## src/rtl/regfile_wr_arbiter.sv

```systemverilog
// regfile_wr_arbiter
// Shares the single register-file write port (we3/wa3/wd3) between two
// writeback sources:
//   A - execute/ALU writeback, direct path, wins by default
//   B - load/memory writeback, buffered in a small FIFO, with a starvation
//       counter that forces B through after STARVE_MAX unserved cycles or
//       when the FIFO is full.
// Write-port outputs are registered (one cycle from accept/pop to we3).
// Writes to X31 (XZR) complete their handshake/pop but never raise we3.
//
// Optional build macro REGARB_PENDMASK_EN adds the pend_mask output: one bit
// per architectural register that is still in flight (queued in the B FIFO
// or being written this cycle). Bit 31 is always 0.
module regfile_wr_arbiter #(
  parameter int DATA_W     = 64,
  parameter int ADDR_W     = 5,
  parameter int FIFO_DEPTH = 4,
  parameter int STARVE_MAX = 3
) (
  input  logic                          clk,
  input  logic                          reset,
  input  logic                          a_valid,
  output logic                          a_ready,
  input  logic [ADDR_W-1:0]             a_addr,
  input  logic [DATA_W-1:0]             a_data,
  input  logic                          b_valid,
  output logic                          b_ready,
  input  logic [ADDR_W-1:0]             b_addr,
  input  logic [DATA_W-1:0]             b_data,
  output logic                          we3,
  output logic [ADDR_W-1:0]             wa3,
  output logic [DATA_W-1:0]             wd3,
  output logic [$clog2(FIFO_DEPTH):0]   b_count
`ifdef REGARB_PENDMASK_EN
  ,
  output logic [31:0]                   pend_mask
`endif
);

  localparam int PTR_W = $clog2(FIFO_DEPTH);
  localparam int CNT_W = PTR_W + 1;
  localparam int STV_W = $clog2(STARVE_MAX + 1);

  localparam logic [CNT_W-1:0]  FULL_CNT = CNT_W'(FIFO_DEPTH);
  localparam logic [STV_W-1:0]  STV_MAX  = STV_W'(STARVE_MAX);
  localparam logic [ADDR_W-1:0] XZR      = ADDR_W'(31);

  // Saturating increment for the starvation counter.
  function automatic logic [STV_W-1:0] sat_inc(input logic [STV_W-1:0] v);
    if (v >= STV_MAX) begin
      return STV_MAX;
    end
    return v + STV_W'(1);
  endfunction

  // FIFO storage (data path, not reset) and control state
  logic [ADDR_W-1:0] addr_mem [FIFO_DEPTH];
  logic [DATA_W-1:0] data_mem [FIFO_DEPTH];
  logic [PTR_W-1:0]  rd_ptr;
  logic [PTR_W-1:0]  wr_ptr;
  logic [STV_W-1:0]  starve_cnt;

  logic              fifo_nonempty;
  logic              fifo_full;
  logic              force_b;
  logic              push;
  logic              pop;
  logic              issue_a;

  // Stage p0: arbitration result feeding the output register
  logic              issue_vld_p0;
  logic [ADDR_W-1:0] issue_addr_p0;
  logic [DATA_W-1:0] issue_data_p0;

  assign fifo_nonempty = (b_count != '0);
  assign fifo_full     = (b_count == FULL_CNT);

  // B is forced once it has waited long enough or the buffer is full.
  assign force_b = fifo_nonempty && ((starve_cnt >= STV_MAX) || fifo_full);
  assign a_ready = !force_b;

  // Push is judged on the registered count only: a same-cycle pop does not
  // open a slot, keeping b_ready free of any path from the arbiter.
  assign b_ready = !fifo_full;
  assign push    = b_valid && b_ready;

  assign issue_a = a_valid && a_ready;
  assign pop     = !issue_a && fifo_nonempty;

  // Select the write issued this cycle: A wins unless B is forced.
  always_comb begin
    issue_vld_p0  = 1'b0;
    issue_addr_p0 = addr_mem[rd_ptr];
    issue_data_p0 = data_mem[rd_ptr];
    if (issue_a) begin
      issue_vld_p0  = 1'b1;
      issue_addr_p0 = a_addr;
      issue_data_p0 = a_data;
    end else if (pop) begin
      issue_vld_p0 = 1'b1;
    end
  end

  // FIFO entry storage: written at the tail on an accepted push.
  always_ff @(posedge clk) begin
    if (push) begin
      addr_mem[wr_ptr] <= b_addr;
      data_mem[wr_ptr] <= b_data;
    end
  end

  // FIFO pointers and occupancy; reset flushes all queued entries.
  always_ff @(posedge clk or posedge reset) begin
    if (reset) begin
      rd_ptr  <= '0;
      wr_ptr  <= '0;
      b_count <= '0;
    end else begin
      if (push) begin
        wr_ptr <= wr_ptr + PTR_W'(1);
      end
      if (pop) begin
        rd_ptr <= rd_ptr + PTR_W'(1);
      end
      case ({push, pop})
        2'b10:   b_count <= b_count + CNT_W'(1);
        2'b01:   b_count <= b_count - CNT_W'(1);
        default: b_count <= b_count;
      endcase
    end
  end

  // Starvation counter: counts cycles the FIFO head waits behind A.
  always_ff @(posedge clk or posedge reset) begin
    if (reset) begin
      starve_cnt <= '0;
    end else if (pop || !fifo_nonempty) begin
      starve_cnt <= '0;
    end else begin
      starve_cnt <= sat_inc(starve_cnt);
    end
  end

  // Stage p1: registered write port; XZR writes are issued with we3 low.
  always_ff @(posedge clk or posedge reset) begin
    if (reset) begin
      we3 <= 1'b0;
      wa3 <= '0;
      wd3 <= '0;
    end else if (issue_vld_p0) begin
      we3 <= (issue_addr_p0 != XZR);
      wa3 <= issue_addr_p0;
      wd3 <= issue_data_p0;
    end else begin
      we3 <= 1'b0;
    end
  end

`ifdef REGARB_PENDMASK_EN
  // In-flight register mask: every live FIFO entry plus the write on the port.
  always_comb begin
    pend_mask = '0;
    for (int i = 0; i < FIFO_DEPTH; i++) begin
      if (CNT_W'(i) < b_count) begin
        pend_mask[addr_mem[rd_ptr + PTR_W'(i)]] = 1'b1;
      end
    end
    if (we3) begin
      pend_mask[wa3] = 1'b1;
    end
    pend_mask[31] = 1'b0;
  end
`endif

endmodule

```

## config.mk

```make
export PLATFORM = sky130hd
export DESIGN_NAME = regfile_wr_arbiter
export DESIGN_NICKNAME = d
export VERILOG_FILES = /design/src/rtl/regfile_wr_arbiter.sv
export SDC_FILE = /design/constraint.sdc
export NUM_CORES = 1
export LEC_CHECK = 0
export ABC_AREA = 1
export CELL_PAD_IN_SITES_DETAIL_PLACEMENT = 1
export CELL_PAD_IN_SITES_GLOBAL_PLACEMENT = 2
export CORE_MARGIN = 5
export CORE_UTILIZATION = 39
export DETAILED_ROUTE_END_ITERATION = 12
export PLACE_DENSITY = 0.85
export SETUP_SLACK_MARGIN = 0.05
export SYNTH_ARGS = -nofsm -noshare
export SYNTH_HDL_FRONTEND = slang
export SYNTH_SLANG_ARGS = --single-unit
```

## constraint.sdc

```tcl
create_clock -name clk -period 9.5 [get_ports clk]
set_input_delay 0.95 -clock clk [delete_from_list [all_inputs] [get_ports clk]]
set_output_delay 0.95 -clock clk [all_outputs]
set_load 0.1 [all_outputs]
```

**After elaboration in Yosys (flattened, before gate mapping)**

Memories as Yosys holds them, arrays and structs flattened.
Cells that the tools add are included.

- Reductions and logical operators: 12
- Mux-type cells: 13
- Eq/ne operators: 4
- Order comparisons: 1
- $add $sub $neg: 5

Operators with widths:

| kind | count |
|---|---|
| $mux 64 | 1 |
| $mux 1 | 7 |
| $add 2x1->2 const B | 3 |
| $mux 2 | 3 |
| $pmux 3 s2 | 1 |
| $mux 5 | 1 |
| $ne 5x5->1 const B | 1 |
| $logic_and 1x1->1 | 4 |
| $logic_not 1->1 | 4 |
| $add 3x1->3 const B | 1 |
| $eq 3x3->1 const B | 1 |
| $reduce_bool 3->1 | 1 |
| $sub 3x1->3 const B | 1 |
| $eq 2x1->1 const B | 1 |
| $eq 2x2->1 const B | 1 |
| $ge 2x2->1 const B | 1 |
| $logic_or 1x1->1 | 2 |
| $reduce_bool 2->1 | 1 |

- Memory bits (writable): 276
- Memories kept: 2
- Logic and storage cells: 44
- Flip-flop bits (word level): 79

Memory list:

| name | depth | bits a word | rd ports | clocked after Yosys merged registers in | write ports | line | source |
|---|---|---|---|---|---|---|---|
| data_mem | 4 | 64 | 1 | 0 | 1 | 58 | `logic [DATA_W-1:0] data_mem [FIFO_DEPTH];` |
| addr_mem | 4 | 5 | 1 | 0 | 1 | 57 | `logic [ADDR_W-1:0] addr_mem [FIFO_DEPTH];` |

**Longest topological paths before layout**

Gate-level depths: netlist of run 1.

- Depth in word-level cells: 11
- Gate-level depth with buffers: 12
- Mapped depth without buffers: 11

**Worst setup path after synthesis of run 1**

OpenSTA, ideal clock, no wires.

- Kind: register to register
- Start: register b_count[0]
- End: memory addr_mem[0][0], enable pin
- Required time: 9.003 ns
- Stages on the path, launching flop included: 5
- Buffers on the path: 0
- Arrival: 4.616 ns
- Period minus slack after synthesis: 5.113 ns
- Setup slack: 4.387 ns
- Cells stage by stage: dfrtp_1 -> nor2_4 -> nand2_4 -> nand2_1 -> nor2_1

- Longest elaborated chain between the ends: 5

RTL lines:

| what | line | source |
|---|---|---|
| start: declaration | 33 | `output logic [$clog2(FIFO_DEPTH):0] b_count` |
| start signal: assignment | 126 | `2'b10: b_count <= b_count + CNT_W'(1);` |
| start signal: assignment | 127 | `2'b01: b_count <= b_count - CNT_W'(1);` |
| start signal: assignment | 128 | `default: b_count <= b_count;` |
| $eq 3x3->1 | 76 | `assign fifo_full = (b_count == FULL_CNT);` |
| $logic_not 1->1 | 84 | `assign b_ready = !fifo_full;` |
| via b_ready | 27 | `output logic b_ready,` |
| $logic_and 1x1->1 | 85 | `assign push = b_valid && b_ready;` |
| $mux 1 | 106 | `if (push) begin` |
| $mux 1 (implied by the code) | 107 | `addr_mem[wr_ptr] <= b_addr;` |
| end: declaration | 57 |  |

The timed path passes the listed nets, and every way through them passes these cells.

**Worst setup path after layout of run 1**

- Start: register b_count[0]
- End: output a_ready

- Longest elaborated chain between the ends: 4
- Elaborated cells between the ends (all ways): 5
- Those cells by class: 1 x eq/ne; 4 x reduce/logical

RTL lines:

| what | line | source |
|---|---|---|
| $eq 3x3->1 | 76 |  |
| $logic_or 1x1->1 | 79 | `assign force_b = fifo_nonempty && ((starve_cnt >= STV_MAX) \|\| fifo_full);` |
| $logic_and 1x1->1 * | 79 |  |
| $logic_not 1->1 * | 80 | `assign a_ready = !force_b;` |
| end: declaration | 23 | `output logic a_ready,` |

Mark *: on every way between the ends. The rest lies on a longest branch, timed or not.

==> results.py, run 1 <==
metrics = {
    "worst_setup_path": {
        "crit_path_max_fanout": 5,
        "cp.required_ns": 8.55,
        "critPathKind": "flop to primary output",
        "critPathBufInv": 1,
        "cp.arrival_ns": 2.63,
        "cpPeakStageDelay_ns": 1.18,
        "cpMaxStageDelayCell": "clkdlybuf4s50_1",
        "worstSetupStartpointType": "flop",
        "cp_cell_sequence": "nor2_4 > nand2_2 > nand2_1 > clkdlybuf4s50_1",
        "endpoint_kind": "primary output",
        "worst-r2r-setup-slack_ns": 6.58,
        "crit_family": "buffers and inverters",
    },
    "synthesis": {
        "synthCells": 1145,
        "avgSynthCellArea_um2": 12.2,
        "yosys.area.top_type": "edfxtp_1",
        "ys_warn_count": 0,
        "yosysSeqAreaShare_pct": 73.5,
        "syn_area_um2": 14000,
        "synth-seq-cells": 355,
        "synth_nets": 1293,
        "yosysTopAreaCellShare_pct": 59.4,
        "ys_types": 24,
        "synthTopCellsByArea": "edfxtp_1 59%, dfrtp_1 14%, nor2_1 6.1%",
    },
    "global_routing": {
        "grt_usage_pct": 18.4,
        "grt_overflow": 0,
        "grt_pass1_vias": 10400,
        "grt_max_degree": 110,
        "antenna_found_initial": 3,
        "grt_pass1_wl_mm": 57.4,
    },
    "die": {
        "fp.dieArea_um2": 39700,
        "initial_utilization_pct": 39.3,
        "num_io_pins": 217,
        "core_area_um2": 35500,
        "fp.dieW_um": 199,
        "die-height_um": 199,
        "rows": 69,
    },
    "sta": {
        "fin_worst_skew_ns": 0.0160,
        "period_share_pct": 37.6,
        "rsz0062_at_grt": "no",
        "tns_ns": 0,
        "setup_ws_ns": 5.92,
        "report.final.hold_viol_count": 0,
        "drv_slew": 0,
        "timing.slew.headroom_pct": 23.3,
        "tightestPinTransition_ns": 1.15,
        "setup-violations-final": 0,
        "fmax_ghz": 0.280,
        "finalCriticalPeriod_ns": 3.58,
    },
    "route": {
        "wl_per_cell_um": 20.0,
        "drt_pass1_iterations": 4,
        "vias": 9583,
        "drtIter0Drc": 408,
        "ant_nets": 0,
        "drc": 0,
        "routed_wl_mm": 36.9,
        "vias_per_cell": 5.21,
    },
    "clock_network": {
        "cts_num_sinks": 355,
        "ctsHoldBuffers": 0,
        "clk_pin_slew_ns": 0.06,
        "postCtsSetupBuffers": 0,
        "tritoncts": "done",
        "clockRootBuffer": "clkbuf_16",
        "numCtsBuffers": 40,
        "insertion_delay_ns": 0.52,
        "h-tree-depth": 2,
        "cts_resized": 0,
        "clock_path_buffers": 3,
    },
    "layout": {
        "fin_nets": 1494,
        "layout-drive-gt1-share_pct": 6.90,
        "area_growth_pct": 27.0,
        "n_fill_cell": 3657,
        "multi_input_area_um2": 3220,
        "layout_commonest_cell": "edfxtp_1",
        "register_area_um2": 10300,
        "final_cells": 1839,
        "final_area_um2": 17700,
        "final_cell_mix": "276 x edfxtp_1, 221 x nor2_1, 216 x clkdlybuf4s50_1",
    },
    "run": {
        "max_cap_viol_count": 0,
    },
    "worst_hold_path": {
        "hp-class": "flop to flop",
    },
    "pwr": {
        "peakVddDrop_uv": 269,
        "p_per_area_nw_per_um2": 378,
        "power_w": 0.00670,
        "power.leakage_nw": 6.47,
    },
    "place": {
        "dp_hpwl_mm": 22.8,
        "dp_slack_ns": 5.74,
        "dp.cells": 1765,
        "port_buffers": 216,
        "finalWeightedCongestion": 0.688,
        "dpl_cell_area_um2": 16500,
    },
    "status": {
        "status": "finished, final reports clean",
    },
}
==> layout make-up <==
class	instances	area share, %
sequential	355	57.9
clock inverter	22	0.882
timing repair buffer	233	12.9
antenna	1	0.0141
clock buffer	51	6.11
inverter	31	0.699
multi-input combinational	685	18.2
tap	461	3.25
==> report_power, final <==
group | internal, W | switching, W | leakage (nW) | total, W
clock network | 0.000838 | 0.000604 | 0.622 | 0.00144
registers | 0.00212 | 0.000169 | 3.47 | 0.00229
logic | 0.000702 | 0.00227 | 2.38 | 0.00297
total | 0.00366 | 0.00304 | 6.47 | 0.00670
==> final timing paths <==
| path | start | endpoint | depth (start not counted) |
|---|---|---|---|
| max | b_count[0] | a_ready | 4 |
| min | starve_cnt[0] | starve_cnt[0] | 1 |
| max reg2reg | b_count[1] | we3 | 12 |
| min reg2reg | starve_cnt[0] | starve_cnt[0] | 1 |
| max in group asynchronous | reset | rd_ptr[0] | 3 |
| min in group asynchronous | reset | wd3[45] | 2 |
==> synth_stat cells <==
cell type	number
nand2_2	1
ha_1	5
xnor2_1	1
nor2_1	225
clkbuf_1	23
a21oi_1	4
nor2_4	1
inv_1	29
buf_6	6
a31oi_1	69
nor2_2	1
nand2_4	1
buf_2	43
nand3_1	8
fa_1	1
nand2_1	171
o21ai_0	129
edfxtp_1	276
dfrtp_1	79
xor2_1	3
inv_2	2
nand3_4	1
o22ai_1	64
buf_4	2
==> per-layer routing <==
layer  up-vias  track usage [%]  routed length (µm)
met2       215             32.4               18600
met3        51             3.41                1900
li1       4480                -                   -
met1      4835             23.8               15700
met5         -                0                  20
met4         2             4.61                 697
==> cell families after synthesis <==
logic type,count (synthesis),share of synthesized area (%)
AND/OR/NAND/NOR,409,11.3
XOR/XNOR,4,0.251
flip-flops,355,73.5
AO/OA/AOI/OAI,266,10.7
buffers and inverters,105,3.59
adder cells (fa/ha/maj),6,0.592
==> state kept, by name, summed over array words and instances (netlist names) <==
name,flops
addr_mem,20
b_count,3
data_mem,256
rd_ptr,2
starve_cnt,2
wa3,5
wd3,64
we3,1
wr_ptr,2
==> per-stage QoR <==
| stage | hold slack [ns] | util (%) |
|---|---|---|
| 2_1_floorplan | 0.438 | - |
| 5_1_grt | 0.522 | 50.0 |
| 3_3_place_gp | 0.450 | 46.5 |
| 4_1_cts | 0.490 | 49.9 |
| 6_report | 0.487 | 50.0 |
| 3_5_place_dp | 0.482 | 46.5 |
Power figures use the tool's default switching activity.
==> run 2, diff against run 1 <==
CORE_UTILIZATION = 32   (was 39)
PLACE_DENSITY = 0.75   (was 0.85)
clock period = 3.2 ns   (was 9.5 ns; I/O delays follow)
==> run 2 against run 1 <==
Against the previous run: global-route usage decreased by 2.5 points; critical path depth decreased by 3; clock power increased to 3.2 times the previous value; power increased to 3.0 times the previous value; final area increased by 2.0%; register-to-register slack got worse by 5.6 ns; first-iteration DRC count increased by 4.7%; core utilization decreased by 8.0 points; clock skew increased by 0.0023 ns; clock-buffer cell count increased by 8; final cell count increased by 7.2%; critical path type unchanged.
==> results.py, run 2 (synthesized netlist as in run 1, its figures left out) <==
metrics = {
    "status": {
        "status": "finished, final reports clean",
    },
    "worst_setup_path": {
        "crit_path_max_fanout": 5,
        "critPathKind": "flop to primary output",
        "worst-r2r-setup-slack_ns": 1.03,
        "cp.arrival_ns": 2.17,
        "crit_family": "buffers and inverters",
        "critPathBufInv": 1,
        "worst_r2r_startpoint": "b_count[0]",
        "cp.required_ns": 2.88,
        "endpoint_kind": "primary output",
        "cpPeakStageDelay_ns": 1.17,
        "rr_endpoint": "b_count[2]",
        "cp_cell_sequence": "clkdlybuf4s50_1",
        "rr_worst_depth": 8,
        "worstSetupStartpointType": "flop",
        "cpMaxStageDelayCell": "clkdlybuf4s50_1",
    },
    "layout": {
        "n_fill_cell": 4576,
        "final_cell_mix": "276 x edfxtp_1, 221 x nor2_1, 207 x clkdlybuf4s50_1",
        "regMostFlops": "data_mem",
        "largest_reg_flops": 256,
        "top_regs": "data_mem (256), wd3 (64), addr_mem (20)",
        "post-route-util_pct": 42.0,
        "final_cells": 1972,
        "layout_commonest_cell": "edfxtp_1",
        "layout-drive-gt1-share_pct": 8.02,
        "area_growth_pct": 29.5,
        "fin_nets": 1499,
    },
    "sta": {
        "tightestPinTransition_ns": 1.01,
        "period_share_pct": 77.9,
        "finalCriticalPeriod_ns": 2.49,
        "timing.slew.headroom_pct": 32.7,
        "rsz0062_at_grt": "no",
        "report.final.hold_viol_count": 0,
        "tns_ns": 0,
        "fin_worst_skew_ns": 0.0183,
        "drv_slew": 0,
        "setup-violations-final": 0,
        "whs_ns": 0.258,
        "fmax_ghz": 0.401,
    },
    "clock_network": {
        "clock_path_buffers": 3,
        "cts_num_sinks": 355,
        "postCtsSetupBuffers": 0,
        "ctsHoldBuffers": 0,
        "insertion_delay_ns": 0.55,
        "tritoncts": "done",
        "clk_pin_slew_ns": 0.06,
        "clockRootBuffer": "clkbuf_16",
        "cts_resized": 0,
        "numCtsBuffers": 41,
        "h-tree-depth": 2,
    },
    "route": {
        "vias_per_cell": 4.78,
        "drt_pass1_iterations": 4,
        "wl_per_cell_um": 19.4,
        "routed_wl_mm": 38.2,
        "ant_nets": 0,
        "drtIter0Drc": 427,
        "drc": 0,
        "vias": 9418,
    },
    "pwr": {
        "p_per_area_nw_per_um2": 1120,
        "peakVddDrop_uv": 721,
        "power_w": 0.0203,
        "p_switching_w": 0.00911,
        "clkPwrFrac_pct": 22.8,
        "combPwrFrac_pct": 44.0,
        "seq_power_share_pct": 33.1,
        "power.leakage_nw": 6.56,
        "swShare_pct": 44.8,
        "p_int_w": 0.0112,
    },
    "die": {
        "num_io_pins": 217,
        "fp.dieW_um": 219,
        "die-height_um": 219,
        "rows": 76,
        "initial_utilization_pct": 32.4,
        "core_area_um2": 43100,
        "fp.dieArea_um2": 47900,
    },
    "global_routing": {
        "grt_overflow": 0,
        "antenna_found_initial": 4,
        "grt_usage_pct": 16.0,
        "grt_max_degree": 146,
        "grt_pass1_wl_mm": 59.2,
        "grt_pass1_vias": 10100,
    },
    "place": {
        "port_buffers": 216,
        "dp.cells": 1893,
        "finalWeightedCongestion": 0.711,
        "dp_hpwl_mm": 22.6,
    },
    "run": {
        "max_cap_viol_count": 0,
    },
    "worst_hold_path": {
        "hp-class": "input port to async pin",
    },
}
run 2: changes by cell type in the layout (fill, tap and decap cells not counted), sizes merged:
cell and delta:
buf +13, clkdlybuf4s50 -9, clkbuf +8, clkinv -7, clkinvlp +4, inv -3
diode +2, bufinv +1
run 2: stage by stage:
| step | worst slack (ns) | area, µm² |
|---|---|---|
| after global placement | 0.754 | 16700 |
| after floorplan | 0.0513 | 14000 |
| after detailed placement | 0.803 | 16700 |
| after global routing | 0.641 | 18100 |
| final | 0.706 | 18100 |
| after CTS | 0.653 | 18100 |
run 2: metal layers:
metal,vias up,GRT usage [%],routed length (µm)
met5,-,0,27
met4,4,4.50,782
met3,46,3.71,2030
met2,181,28.3,19400
met1,4688,19.5,16000
li1,4499,-,-
run 2: worst reg2reg max path, stage by stage (launching register included):
cell	delay (ns)
dfrtp_2	0.44
nor2_4	0.07
nand2_4	0.08
nand2_1	0.32
ha_1	0.39
fa_1	0.39
a21oi_1	0.12
o21ai_0	0.11
xor2_1	0.15
run 2: cell type report:
class                      count  area, µm²  share of cell area [%]
multi-input combinational    685       3220                    17.8
inverter                      31        125                   0.692
clock inverter                17        144                   0.796
timing repair buffer         237       2370                    13.1
tap                          585        732                    4.05
clock buffer                  59       1210                    6.67
antenna                        3       7.51                  0.0415
sequential                   355      10300                    56.8
run 2: power by group through the flow:
stage	clock network, W	registers [W]	logic (W)
2_1_floorplan	0	0.0102	0.00313
3_3_place_gp	0	0.00679	0.00895
3_5_place_dp	0	0.00683	0.00908
4_1_cts	0.00480	0.00675	0.00911
5_1_grt	0.00498	0.00686	0.00959
6_report	0.00464	0.00673	0.00894
run 2: how the worst max path moves through the flow:
stage | slack (ns) | start | endpoint | cells past startpoint
after global routing | 0.64 | b_count[0] | b_count[0] | 1
after floorplan | 0.05 | b_count[2] | addr_mem[0][0] | 3
after detailed placement | 0.80 | b_valid | b_count[2] | 7
after CTS | 0.65 | b_count[0] | b_count[0] | 1
after global placement | 0.75 | b_valid | b_count[2] | 7
final | 0.71 | b_count[0] | b_count[0] | 1
